**src/rtl/mem_arbiter.sv**
```systemverilog
// mem_arbiter: serialises I-cache and D-cache line requests onto one memory port,
// preferring D while bounding how long a pending I request can be passed over.
module mem_arbiter #(
  parameter int ADDR_W       = 28,
  parameter int DATA_W       = 128,
  parameter int STARVE_LIMIT = 4
) (
  input  logic              i_clk,
  input  logic              rst_n,
  input  logic              i_mem_read,
  input  logic              i_mem_write,
  input  logic [ADDR_W-1:0] i_mem_addr,
  input  logic [DATA_W-1:0] i_mem_wdata,
  output logic [DATA_W-1:0] i_mem_rdata,
  output logic              i_mem_ready,
  input  logic              d_mem_read,
  input  logic              d_mem_write,
  input  logic [ADDR_W-1:0] d_mem_addr,
  input  logic [DATA_W-1:0] d_mem_wdata,
  output logic [DATA_W-1:0] d_mem_rdata,
  output logic              d_mem_ready,
  output logic              mem_read,
  output logic              mem_write,
  output logic [ADDR_W-1:0] mem_addr,
  output logic [DATA_W-1:0] mem_wdata,
  input  logic [DATA_W-1:0] mem_rdata,
  input  logic              mem_ready,
  output logic [1:0]        owner
);
  typedef enum logic [1:0] {IDLE, GRANT_I, GRANT_D, RELEASE} state_t;
  localparam logic [3:0] LIM = 4'(STARVE_LIMIT);
  state_t state_q, state_d;
  logic [3:0] starve_q, starve_d;
  logic rd_q, rd_d, wr_q, wr_d;
  logic [ADDR_W-1:0] addr_q, addr_d;
  logic [DATA_W-1:0] wdata_q, wdata_d, i_rdata_q, i_rdata_d, d_rdata_q, d_rdata_d;
  logic i_rdy_q, i_rdy_d, d_rdy_q, d_rdy_d;
  logic i_req, d_req, pick_i;
  always_comb begin
    i_req = i_mem_read | i_mem_write;
    d_req = d_mem_read | d_mem_write;
    pick_i = i_req & (~d_req | (starve_q == LIM));
    state_d = state_q;
    starve_d = starve_q;
    rd_d = rd_q;
    wr_d = wr_q;
    addr_d = addr_q;
    wdata_d = wdata_q;
    i_rdata_d = i_rdata_q;
    d_rdata_d = d_rdata_q;
    i_rdy_d = 1'b0;
    d_rdy_d = 1'b0;
    case (state_q)
      IDLE: if (i_req | d_req) begin
        state_d = pick_i ? GRANT_I : GRANT_D;
        wr_d = pick_i ? i_mem_write : d_mem_write;
        rd_d = pick_i ? i_mem_read & ~i_mem_write : d_mem_read & ~d_mem_write;
        addr_d = pick_i ? i_mem_addr : d_mem_addr;
        wdata_d = pick_i ? i_mem_wdata : d_mem_wdata;
        starve_d = pick_i ? 4'd0 : (i_req && starve_q != LIM) ? starve_q + 4'd1 : starve_q;
      end
      GRANT_I, GRANT_D: if (mem_ready) begin
        state_d = RELEASE;
        rd_d = 1'b0;
        wr_d = 1'b0;
        i_rdy_d = state_q == GRANT_I;
        d_rdy_d = state_q == GRANT_D;
        i_rdata_d = (rd_q && state_q == GRANT_I) ? mem_rdata : i_rdata_q;
        d_rdata_d = (rd_q && state_q == GRANT_D) ? mem_rdata : d_rdata_q;
      end
      default: state_d = IDLE;
    endcase
  end
  always_ff @(posedge i_clk) begin
    if (!rst_n) begin
      state_q <= IDLE;
      starve_q <= '0;
      rd_q <= 1'b0;
      wr_q <= 1'b0;
      addr_q <= '0;
      wdata_q <= '0;
      i_rdata_q <= '0;
      d_rdata_q <= '0;
      i_rdy_q <= 1'b0;
      d_rdy_q <= 1'b0;
    end else begin
      state_q <= state_d;
      starve_q <= starve_d;
      rd_q <= rd_d;
      wr_q <= wr_d;
      addr_q <= addr_d;
      wdata_q <= wdata_d;
      i_rdata_q <= i_rdata_d;
      d_rdata_q <= d_rdata_d;
      i_rdy_q <= i_rdy_d;
      d_rdy_q <= d_rdy_d;
    end
  end
  assign mem_read = rd_q;
  assign mem_write = wr_q;
  assign mem_addr = (rd_q | wr_q) ? addr_q : '0;
  assign mem_wdata = wr_q ? wdata_q : '0;
  assign i_mem_rdata = i_rdata_q;
  assign d_mem_rdata = d_rdata_q;
  assign i_mem_ready = i_rdy_q;
  assign d_mem_ready = d_rdy_q;
  assign owner = state_q == GRANT_I ? 2'b01 : state_q == GRANT_D ? 2'b10 : 2'b00;
endmodule

```
**config.mk**
```make
export PLATFORM = sky130hd
export DESIGN_NAME = mem_arbiter
export DESIGN_NICKNAME = d
export VERILOG_FILES = /design/src/rtl/mem_arbiter.sv
export SDC_FILE = /design/constraint.sdc
export NUM_CORES = 1
export LEC_CHECK = 0
export BUFFER_PORTS_ARGS = -buffer_cell sky130_fd_sc_hd__buf_2
export CORE_AREA = 2 2 339 341
export DETAILED_ROUTE_END_ITERATION = 7
export DIE_AREA = 0 0 341 343
export GPL_ROUTABILITY_DRIVEN = 1
export PLACE_DENSITY_LB_ADDON = 0.2
export SETUP_SLACK_MARGIN = 0.4
export SLEW_MARGIN = 20
export SYNTH_ARGS = -nofsm -noshare
export SYNTH_HDL_FRONTEND = slang
export SYNTH_SLANG_ARGS = --single-unit
export TNS_END_PERCENT = 50
```
**constraint.sdc**
```tcl
create_clock -name i_clk -period 2.1 [get_ports i_clk]
set_clock_uncertainty 0.2 [all_clocks]
set_input_delay 0.42 -clock i_clk [delete_from_list [all_inputs] [get_ports i_clk]]
set_output_delay 0.42 -clock i_clk [all_outputs]
set_load 0.05 [all_outputs]
```
Yosys cells after proc, flatten, opt, wreduce, memory -nomap -nowiden
Index checks and enable logic that the tools add are counted.

Word-level logic and storage cells: 61. Bits of input ports: 447. Bits in registers: 422. Output and inout port bits: 418.

Bitwise logic cells: 11. Equal/unequal tests: 6. Add/subtract/negate cells: 1. Mux-type cells: 19. Reduce and logical (&&, ||, !) cells: 14.

Operators by type and width (number): 128-bit two-way mux (2); 28-bit two-way mux (2); 3-bit AND reduction (5); 2-bit two-way mux (5); 4-bit two-way mux (2); 1-bit two-way mux (5); 1-bit bitwise OR (5); 4-bit by 1-bit adder with 4-bit output, second input constant (1); 4-bit by 3-bit equality test with 1-bit output, second input constant (1); 2-bit != test, second input constant (2); 4-bit by 3-bit != test with 1-bit output, second input constant (1); 1-bit case mux with 2 select lines (2); 2-bit case mux with 2 select lines (1); 2-bit AND reduction (2); 2-bit nonzero test (2); 1-bit AND (3); 1-bit logical AND (3); 1-bit inverter (3); 2-bit by 1-bit equality test with 1-bit output, second input constant (1); 2-bit equality test, second input constant (1); 2-bit zero test (1); 2-bit OR reduction (1).

Logic depth before layout (Yosys ltp)
Word-level depth: 7. Depth in mapped cells: 8. Mapped depth without buffers: 5.

Worst setup path after synthesis
No wires, ideal clock.

Path type: flip-flop to output port. Start: register rd_q, in the netlist mem_read. End: output mem_addr[10]. Path buffers: 1. Path slack: -0.409 ns. Cell stages (with the launch flop): 4. Arrival time: 1.889 ns. Cells stage by stage: dfxtp_1 -> nor2_1 -> clkbuf_1 -> nor2b_1.

Cells in the longest elaborated chain, start to end: 2.

Ends and longest elaborated chain: from (decl) (line 34) `logic rd_q, rd_d, wr_q, wr_d;`; from (signal assigned) (line 89) `rd_q <= rd_d;`; 1-bit bitwise OR (line 101) `assign mem_addr = (rd_q | wr_q) ? addr_q : '0;`; 28-bit two-way mux (line 101); to (decl) (line 24) `output logic [ADDR_W-1:0] mem_addr,`.

No other way between the ends.

Worst setup path in the final report
Start: register wr_q, in the netlist mem_write. End: output mem_wdata[91].

Cells in the longest elaborated chain, start to end: 1.

Ends and longest elaborated chain: from (decl) (line 34); from (signal assigned) (line 90) `wr_q <= wr_d;`; 128-bit two-way mux (line 102) `assign mem_wdata = wr_q ? wdata_q : '0;`; to (decl) (line 25) `output logic [DATA_W-1:0] mem_wdata,`.

No other way between the ends.

==> metrics.md <==
| Metric | Value |
|---|---|
| Outcome | finished, violations left |
| Failing checks | design-rule violations, negative setup slack |
| Clk buf depth | 3 |
| Final worst path period need | 2.44 ns |
| Pint | 22.3 mW |
| Die span in y | 343 um |
| Detailed Routing Iterations Pass 1 | 8 |
| Met2 wire length | 48900 um |
| Wire per inst | 19.5 um |
| Post-Synth Adder-Cell Area | 0.00507 |
| Crit path max fanout | 7 |
| CTS clk-pin slew, worst paths | 0.06 ns |
| WP data required | 1.48 ns |
| Xor-xnor portion of the synthesized cell area | 0 |
| Routed Antenna Nets | 0 |
| Nature of the critical path endpoint | output port |
| First-pass GRT wire length | 133000 um |
| Power Density | 1020 nW/um2 |
| Area leader, netlist | dfxtp_1 |
| Flop pwr share | 0.301 |
| Setup WS pre-CTS | -0.0894 ns |
| Largest family of logic cells by synthesized area | simple AND/OR/NAND/NOR gates |
| Cells after Synth | 2217 |
| Crit path to | mem_wdata[91] |
| CTS tree | done |
| Synth Area in Simple Gates | 0.213 |
| Clock root cell | clkbuf_16 |
| Highest metal used | met5 |
| Antenna violations before repair | 5 |
| Synth cell types | 45 |
| F_max | 409 MHz |
| Worst path slowest cell | dfxtp_4 |
| Final worst setup slack | -0.342 ns |
| Layout cell share with drive strength beyond 1 | 0.387 |
| Compound-Gate Fraction of Synth Area | 0.175 |
| Clk sinks | 422 |
| Combinational share of power | 0.415 |
| Gp weighted congestion | 0.868 |
| GRT Resource Usage Total | 0.148 |
| Reg2reg start | starve_q[0] |
| Vias per inst | 4.11 |
| Area growth syn-to-layout | 99.1% |
| Fillers | 12100 |
| TritonCTS Buffers | 55 |
| Max incr delay on CP | 0.40 ns |
| Post-synthesis register bit count | 422 |
| Mapped Avg Cell Area | 7.80 um2 |
| DRT met1 WL | 41600 um |
| DP Area | 24900 um2 |
| Wire length on met3 | 6670 um |
| Peak VDD IR | 566 uV |
| Final Hold Viols | 0 |
| Sequential area share after synthesis | 0.489 |
| Fin area | 34400 um2 |
| Clock power frac | 0.284 |
| # setup viols final | 157 |
| Leakage | 15.9 nW |
| Relative slew margins | 0.692 |
| Worst skew pair latency | 0.64 ns |
| Nets | 4060 |
| CP Launch Type | register |
| DR vias | 21200 |
| Crit path launch | mem_write |
| Initial DRC count | 1784 |
| Multiplexer share of the synthesized area | 0.000579 |
| CP cell instances | buf_12 > clkbuf_16 > buf_12 > and2_4 > buf_8 |
| Largest net degree at the start of global routing | 67 |
| Wirelength, routed | 100000 um |
| Share of the synthesized area in the top cell type | 0.489 |
| Vias in the first global route | 20700 |
| Final period utilization | 1.16 |
| Die area | 117000 um2 |
| Slew at the pin closest to its max-slew limit | 0.459 ns |
| Grt ovf | 0 |
| Crit Path Class | reg -> out |
| RSZ-0062 raised after global routing | yes |
| Area contributors post-synth | dfxtp_1 49%, nand2_1 15%, a222oi_1 9.0% |
| Std-Cell Rows | 124 |
| Die width | 341 um |
| R2R Path End | addr_q[9] |
| Setup slack, reg-to-reg | 0 ns |
| Sw power | 12.8 mW |
| Worst min path class | in -> reg |
| Max_cap viols | 0 |
| Yosys warnings | 0 |
| Worst path arrival time | 1.82 ns |
| Number of port buffers | 864 |
| Htree depth | 2 |
| Critical Path Most Common Cell | buf_12 |
| Initial core utilization | 0.152 |
| IO Pins | 865 |
| Cells on Worst Hold Path | 3 |
| Slew Viols, Final | 0 |
| CORE AREA | 113000 um2 |
| Switching share of power | 0.364 |
| Synth Cell Area | 17300 um2 |
| Syn nets | 2671 |
| Reg2reg path depth | 10 |
| Number of remaining DRC errors | 26 |
| Detailed placement HPWL | 68900 um |
[layout make-up]
cell class	count	area (um2)	share of cell area
Inverter	321	1220	0.0355
Sequential cell	422	8490	0.247
Timing Repair Buffer	1507	13100	0.379
Multi-Input combinational cell	1299	7850	0.228
Antenna cell	4	10.0	0.000291
Tap cell	1512	1890	0.0550
Clock inverter	19	270	0.00786
Clock buffer	81	1620	0.0470
[power by group through the flow]
| stage | Sequential [mW] | Combinational, mW | Clock [mW] |
|---|---|---|---|
| after CTS | 10.5 | 11.8 | 10.3 |
| after global routing | 10.7 | 15.2 | 10.6 |
| after global placement | 10.7 | 10.5 | 0 |
| after floorplan | 10.6 | 6.98 | 0 |
| final | 10.5 | 14.5 | 9.96 |
| after detailed placement | 10.6 | 10.5 | 0 |
[how the worst min path moves through the flow]
stage / slack, ns / to / from
after detailed placement: 0.24 / d_mem_rdata[46] / d_mem_rdata[46]
final: 0.06 / state_q[0] / mem_ready
after global placement: 0.24 / d_mem_rdata[19] / d_mem_rdata[19]
after global routing: 0.05 / state_q[0] / mem_ready
after floorplan: 0.25 / wdata_q[104] / wdata_q[104]
after CTS: 0.004 / state_q[0] / mem_ready
[registers in the layout, summed over array words and instances (netlist names)]
name	flops
addr_q	28
d_mem_rdata	128
d_mem_ready	1
i_mem_rdata	128
i_mem_ready	1
mem_read	1
mem_write	1
starve_q	4
state_q	2
wdata_q	128
[cell families (layout without fill, tap and decap cells)]
kind of cell,count (synthesis),in the layout
simple gates,856,856
buf+inv,496,1928
other cells,0,4
compound gates,435,435
mux,1,1
fa+ha+maj,7,7
flops,422,422
[synthesized netlist by cell type (all sizes together)]
library cell and n:
o211a 1, and3b 1, o21bai 1, a2bb2oi 1, nand4b 3, o221ai 1, a211o 1, a21oi 260
nand3 3, and2 128, and4 2, a222oi 155, or2 1, ha 7, and4b 1, a211oi 3
a21o 2, nand2b 1, o21ai 1, a221oi 1, buf 62, nand2 674, clkbuf 113, o22ai 1
or4 1, nor3 2, a31oi 2, inv 321, o21a 1, nor4 1, o32ai 2, o32a 1
mux2i 1, dfxtp 422, nor2b 28, nor2 2, nand4 5, nand3b 3, a311o 1
[critical path: cells and delay by family, from the launching register on]
family | cells | cell delay [ns]
buffers and inverters | 4 | 0.60
DFF | 1 | 0.40
and+or+nand+nor | 1 | 0.17
[what timing repair did]
item                                    in CTS  in global routing
hold endpoints to repair                   417                  0
gates resized for setup                    179                475
buffers inserted                             0                 31
cloned                                       0                 38
hold buffers                               442                  0
pin swaps                                    0                160
endpoints found under the setup margin     833                834
[cells in the final DEF (no fill, tap or decap), types with 5 or more instances in the layout]
master,n
bufinv_16,5
clkbuf_16,85
clkinv_2,9
clkbuf_8,10
and2_4,118
nand2_4,37
nor2b_4,28
inv_1,316
clkbuf_1,14
buf_4,116
buf_12,65
a21oi_2,41
a222oi_1,155
nand2_1,631
buf_16,8
and2_1,10
a21oi_1,218
dlygate4sd3_1,442
nand4_1,5
buf_2,696
buf_6,59
nand2_2,6
dfxtp_1,408
dfxtp_4,11
buf_8,92
[per-layer routing]
metal  track usage  up-vias
met5             0        -
met4        0.0541        2
met1         0.181    10200
met3        0.0328      171
li1              -    10000
met2         0.255      801
[metrics by stage]
| stage | setup TNS, ns | hold WS (ns) | instances | util | total power [mW] |
|---|---|---|---|---|---|
| floorplan | 0 | 0.254 | 2217 | - | 17.6 |
| finish | -42.80 | 0.0576 | 5165 | 0.303 | 35.0 |
| detailed placement | -3.17 | 0.243 | 4550 | 0.219 | 21.1 |
| CTS | -61.19 | 0.00446 | 5092 | 0.279 | 32.5 |
| global placement | -3.09 | 0.239 | 4550 | 0.219 | 21.1 |
| global route | -56.12 | 0.0524 | 5161 | 0.303 | 36.5 |
Note: power is estimated with default switching activity, not from simulation.
